<file path="src/rtl/kernel_stream_harness.sv">
// Run-control and output-compaction harness for HLS kernels: synchronised start request,
// ap_start/ap_ready/ap_done sequencing over RUN_NUM runs, and an XOR fold of NUM_CH streams.
module kernel_stream_harness #(
  parameter int NUM_CH      = 1,
  parameter int DIN_WIDTH   = 32,
  parameter int OUT_WIDTH   = 4,
  parameter int RUN_NUM     = 8,
  parameter int SYNC_STAGES = 3
) (
  input  logic                        ap_clk,
  input  logic                        ap_rst_n,
  input  logic                        start_req,
  output logic                        ap_start,
  input  logic                        ap_ready,
  input  logic                        ap_done,
  input  logic [NUM_CH*DIN_WIDTH-1:0] ch_din,
  input  logic [NUM_CH-1:0]           ch_write,
  output logic [OUT_WIDTH-1:0]        data_out,
  output logic                        data_valid,
  output logic [OUT_WIDTH-1:0]        signature,
  output logic [15:0]                 run_cnt,
  output logic                        busy,
  output logic                        all_done
);

  localparam int          SLICES     = DIN_WIDTH / OUT_WIDTH;
  localparam logic [15:0] RUN_TARGET = 16'(RUN_NUM);

  typedef enum logic [1:0] {
    ST_IDLE,
    ST_START,
    ST_WAIT
  } state_t;

  // Start request synchroniser and rising-edge detect
  logic [SYNC_STAGES-1:0] sync_q;
  logic                   req_prev_q;
  logic                   req_sync;
  logic                   req_rise;

  // NOTE: clocked state uses non-blocking assignments so every flop samples pre-edge values.
  always_ff @(posedge ap_clk) begin
    if (!ap_rst_n) begin
      sync_q     <= '0;
      req_prev_q <= 1'b0;
    end else begin
      sync_q     <= {sync_q[SYNC_STAGES-2:0], start_req};
      req_prev_q <= sync_q[SYNC_STAGES-1];
    end
  end

  assign req_sync = sync_q[SYNC_STAGES-1];
  assign req_rise = req_sync & ~req_prev_q;

  // Run-control FSM
  state_t      state_q, state_d;
  logic        done_evt;
  logic        run_limit_hit;
  logic        req_accept;
  logic [15:0] run_cnt_inc;

  assign run_cnt_inc   = (run_cnt == 16'hFFFF) ? run_cnt : run_cnt + 16'd1;
  assign run_limit_hit = (RUN_NUM != 0) && (run_cnt_inc == RUN_TARGET);
  assign req_accept    = (state_q == ST_IDLE) && req_rise;

  // NOTE: every always_comb output gets a default first so no path can infer a latch.
  always_comb begin
    state_d  = state_q;
    done_evt = 1'b0;
    case (state_q)
      ST_IDLE:  if (req_rise) state_d = ST_START;
      ST_START: begin
        if (ap_ready) begin
          if (ap_done) done_evt = 1'b1;
          else         state_d  = ST_WAIT;
        end
      end
      ST_WAIT:  if (ap_done) done_evt = 1'b1;
      default:  state_d = ST_IDLE;
    endcase
    // A finished run either ends the request or immediately starts the next one
    if (done_evt) begin
      if (run_limit_hit)                  state_d = ST_IDLE;
      else if (RUN_NUM == 0 && !req_sync) state_d = ST_IDLE;
      else                                state_d = ST_START;
    end
  end

  always_ff @(posedge ap_clk) begin
    if (!ap_rst_n) begin
      state_q  <= ST_IDLE;
      ap_start <= 1'b0;
      run_cnt  <= '0;
      all_done <= 1'b0;
    end else begin
      state_q  <= state_d;
      ap_start <= (state_d == ST_START);
      if (req_accept) begin
        run_cnt  <= '0;
        all_done <= 1'b0;
      end else if (done_evt) begin
        run_cnt <= run_cnt_inc;
        if (run_limit_hit) all_done <= 1'b1;
      end
    end
  end

  assign busy = (state_q != ST_IDLE);

  // Fold stage 1: per-channel slice XOR, zero for idle channels
  logic [NUM_CH-1:0][OUT_WIDTH-1:0] fold_d, fold_q;
  logic                             v1_q;

  always_comb begin
    fold_d = '0;
    for (int k = 0; k < NUM_CH; k++) begin
      if (ch_write[k]) begin
        for (int s = 0; s < SLICES; s++) begin
          fold_d[k] = fold_d[k] ^ ch_din[k*DIN_WIDTH + s*OUT_WIDTH +: OUT_WIDTH];
        end
      end
    end
  end

  // Fold stage 2: cross-channel XOR
  logic [OUT_WIDTH-1:0] out_d;

  always_comb begin
    out_d = '0;
    for (int k = 0; k < NUM_CH; k++) begin
      out_d = out_d ^ fold_q[k];
    end
    if (!v1_q) out_d = '0;
  end

  always_ff @(posedge ap_clk) begin
    if (!ap_rst_n) begin
      fold_q     <= '0;
      v1_q       <= 1'b0;
      data_out   <= '0;
      data_valid <= 1'b0;
    end else begin
      fold_q     <= fold_d;
      v1_q       <= |ch_write;
      data_out   <= out_d;
      data_valid <= v1_q;
    end
  end

  // Rotating signature; a single-bit signature has nothing to rotate
  logic [OUT_WIDTH-1:0] sig_rot;

  if (OUT_WIDTH == 1) begin : g_rot1
    assign sig_rot = signature;
  end else begin : g_rotn
    assign sig_rot = {signature[OUT_WIDTH-2:0], signature[OUT_WIDTH-1]};
  end

  always_ff @(posedge ap_clk) begin
    if (!ap_rst_n) begin
      signature <= '0;
    end else if (req_accept) begin
      signature <= '0;
    end else if (data_valid) begin
      signature <= sig_rot ^ data_out;
    end
  end

endmodule

</file>
<file path="config.mk">
export PLATFORM = sky130hd
export DESIGN_NAME = kernel_stream_harness
export DESIGN_NICKNAME = d
export VERILOG_FILES = /design/src/rtl/kernel_stream_harness.sv
export SDC_FILE = /design/constraint.sdc
export NUM_CORES = 1
export LEC_CHECK = 0
export BUFFER_PORTS_ARGS = -buffer_cell sky130_fd_sc_hd__buf_2
export CAP_MARGIN = 20
export CORE_MARGIN = 3
export CORE_UTILIZATION = 25
export CTS_BUF_LIST = sky130_fd_sc_hd__clkbuf_8
export CTS_CLUSTER_DIAMETER = 30
export DETAILED_ROUTE_END_ITERATION = 10
export HOLD_SLACK_MARGIN = 0.05
export PLACE_DENSITY_LB_ADDON = 0.08
export SETUP_SLACK_MARGIN = 0.2
export SYNTH_ARGS = -nofsm -noshare
export SYNTH_HDL_FRONTEND = slang
export SYNTH_SLANG_ARGS = --single-unit
</file>
<file path="constraint.sdc">
create_clock -name ap_clk -period 2.15 [get_ports ap_clk]
set_input_delay 0.3225 -clock ap_clk [delete_from_list [all_inputs] [get_ports ap_clk]]
set_output_delay 0.3225 -clock ap_clk [all_outputs]
set_load 0.005 [all_outputs]
</file>
==> results.toml <==
[status]
status = "finished, violations left"
violations = "setup timing"

[power_and_ir_drop]
p_sw_uw = 395
combinationalPowerShare_pct = 15.4
switching_share_pct = 26.2
peakVddDrop_mv = 0.231
power_density_nw_per_um2 = 487
p_clk_share_pct = 35.4
power_frac_seq_pct = 49.2
p_leak_uw = 0.00140
p_int_uw = 1110

[run]
drv_cap = 0

[final_layout]
final_layout_size_suffix_gt1_share_pct = 43.0
insertedDiodeCount = 0
area_growth_pct = 43.0
final_cell_mix = "buf_2, buf_4, dfxtp_1"
final_common_cell = "buf_2"
fin_area_um2 = 3100
regArea_um2 = 776
final_nets = 398
multi_input_area_um2 = 1460
fillers = 870

[worst_hold_path]
hold_path_class = "input port to register"
hold_start = "start_req"
min_path_cells = 2
hold_end = "sync_q[0]"

[grt]
grt_pass1_vias = 2127
antenna_found_initial = 0
grt_first_pass_wirelength_um = 10500
grt_max_degree = 21
grtUsageTotal_pct = 13.1
gr-usage-met1_pct = 15.8
grt.met3_usage_pct = 3.47
busiest_layer = "met2"
use_met2_pct = 22.2
gr-total-overflow = 0

[clock_tree]
cts.sinks = 38
cts_inserted_buffers = 5
cts_root_buf = "clkbuf_8"
clk-insertion-delay-late_ns = 0.30
clockBufferDepth = 2
htreeDepth = 2
cts_tree = "done"
clk_pin_slew_ns = 0.09

[sta]
worst_slew_pin_slew_ns = 0.436
rsz0062_at_grt = "true"
fmax_mhz = 464
skew_ns = 0.00726
period_minus_slack_ns = 2.16
hold_viol = 0
setup_ws_ns = -0.00544
finalSetupViolCount = 1
fin_setup_tns_ns = -0.00544
timing.final.crit_share_pct = 100
drv_slew = 0
max-slew-margin-rel_pct = 70.7

[yosys]
yosys.area.top_type_share_pct = 35.1
ys_seq_elements = 38
synth_largest_area_cell = "dfxtp_1"
synth.net_count = 294
synth.area.top_cells = "dfxtp_1, xnor2_1, xor2_1, nor2_1, nand2_1"
synth_edf_count = 0
syn_inst = 251
synth.distinct_cells = 47
ys_warn_count = 0
ys_async_sr_fraction_pct = 0
synth_seq_area_share_pct = 35.1
synth_ff_type = "dfxtp_1"
synthesis.area_um2 = 2170
syn_avg_cell_area_um2 = 8.63

[drt]
drc = 0
via_count = 2125
via_per_inst = 4.61
wl_per_cell_um = 13.5
first_pass_iters = 4
routed_wl_um = 6220
final_antenna_net_count = 0
drtIter0Drc = 61

[setup_path]
crit_path_max_fanout = 4
rrSetupSlack_ns = -0.005
crit_type = "register to register"
r2r_cells = 7
regToRegEndpoint = "ap_start"
cp.arrival_ns = 2.32
cp-end-kind = "register"
worstReg2RegStart = "run_cnt[0]"
required_ns = 2.32
critPathLaunchType = "register"

[floorplan]
io-pin-count = 66
die_w_um = 99.1
rows = 33
core_area_um2 = 8300
die_h_um = 99.1
start_util_pct = 26.1
die_area_um2 = 9820

[place]
place_congestion = 0.890
portBuffers = 65
place_ws_ns = -0.0605
place_area_um2 = 2830
dp_hpwl_um = 4930
[critical path, cell delays in order (launching register included)]
cell	delay, ns
dfxtp_4	0.38
ha_4	0.13
nand4_1	0.21
nor4_2	0.37
mux2_4	0.35
a221o_2	0.33
nor3_4	0.15
a211oi_1	0.11
[power groups by stage]
stage | registers (µW) | logic [µW] | clock network, µW
after floorplan | 756 | 154 | 0
after global placement | 758 | 232 | 0
after detailed placement | 759 | 231 | 0
after CTS | 742 | 234 | 556
after global routing | 746 | 261 | 581
final | 742 | 232 | 534
[cell usage after synthesis (3+ instances only)]
cell      count
dfxtp_1      38
nor2_1       30
xnor2_1      29
nand2_1      18
xor2_1       16
nand3_1       8
nor3_1        8
a211oi_1      7
a21oi_1       7
and2_1        7
and3_1        7
o21ai_0       6
ha_1          5
inv_1         5
and3_2        4
clkbuf_1      4
nand4_1       4
nor4_1        4
mux2i_1       3
nand2b_1      3
o211ai_1      3
or2_2         3
[cell type report]
cell class                 instances  share of cell area (%)
clock inverter                     2                   0.363
sequential                        38                    25.0
multi-input combinational        201                    47.1
clock buffer                       6                    2.67
timing repair buffer             104                    20.0
inverter                           5                   0.606
tap                              105                    4.24
[registers in the layout, indices dropped and copies added (netlist names)]
name,flops
signature,4
fold_q,4
state_q,2
sync_q,3
data_out,4
req_prev_q,1
ap_start,1
data_valid,1
v1_q,1
all_done,1
run_cnt,16
[stage by stage]
step           total power [µW]  instances  hold WS, ns  utilization [%]
2_1_floorplan               910        251        0.412                -
3_3_place_gp                990        443        0.416             34.1
3_5_place_dp                990        443        0.419             34.1
4_1_cts                    1530        455        0.217             36.2
5_1_grt                    1590        461        0.223             37.3
6_report                   1510        461        0.230             37.3
[cells by family after synthesis]
group | Yosys count | share of synthesized area [%]
AOI/OAI and AO/OA | 35 | 11.1
muxes | 4 | 1.91
adders and majority gates | 5 | 2.89
buffers and inverters | 12 | 2.77
and+or+nand+nor | 112 | 28.0
DFF | 38 | 35.1
xor gates and xnor gates | 45 | 18.2
[layer usage]
layer	share of wire, %	routed length (µm)
met5	0	0
met4	2.8	175
met3	7.0	436
met2	48	3020
met1	42	2590
[how the worst max path moves through the flow]
stage	startpoint	end	slack, ns	cells past startpoint
final	run_cnt[0]	ap_start	-0.005	7
after global routing	run_cnt[0]	all_done	-0.09	7
after CTS	run_cnt[0]	all_done	0.05	7
after detailed placement	run_cnt[2]	ap_start	-0.06	6
after global placement	run_cnt[0]	ap_start	-0.06	7
after floorplan	run_cnt[0]	all_done	0.21	7
[what timing repair did]
item	4_1_cts	5_1_grt
buffers inserted	4	6
setup endpoints to repair	11	11
gates resized for setup	10	12
hold buffers	0	0
pin swaps	4	7
No activity file was read; power rests on OpenSTA's default activity.
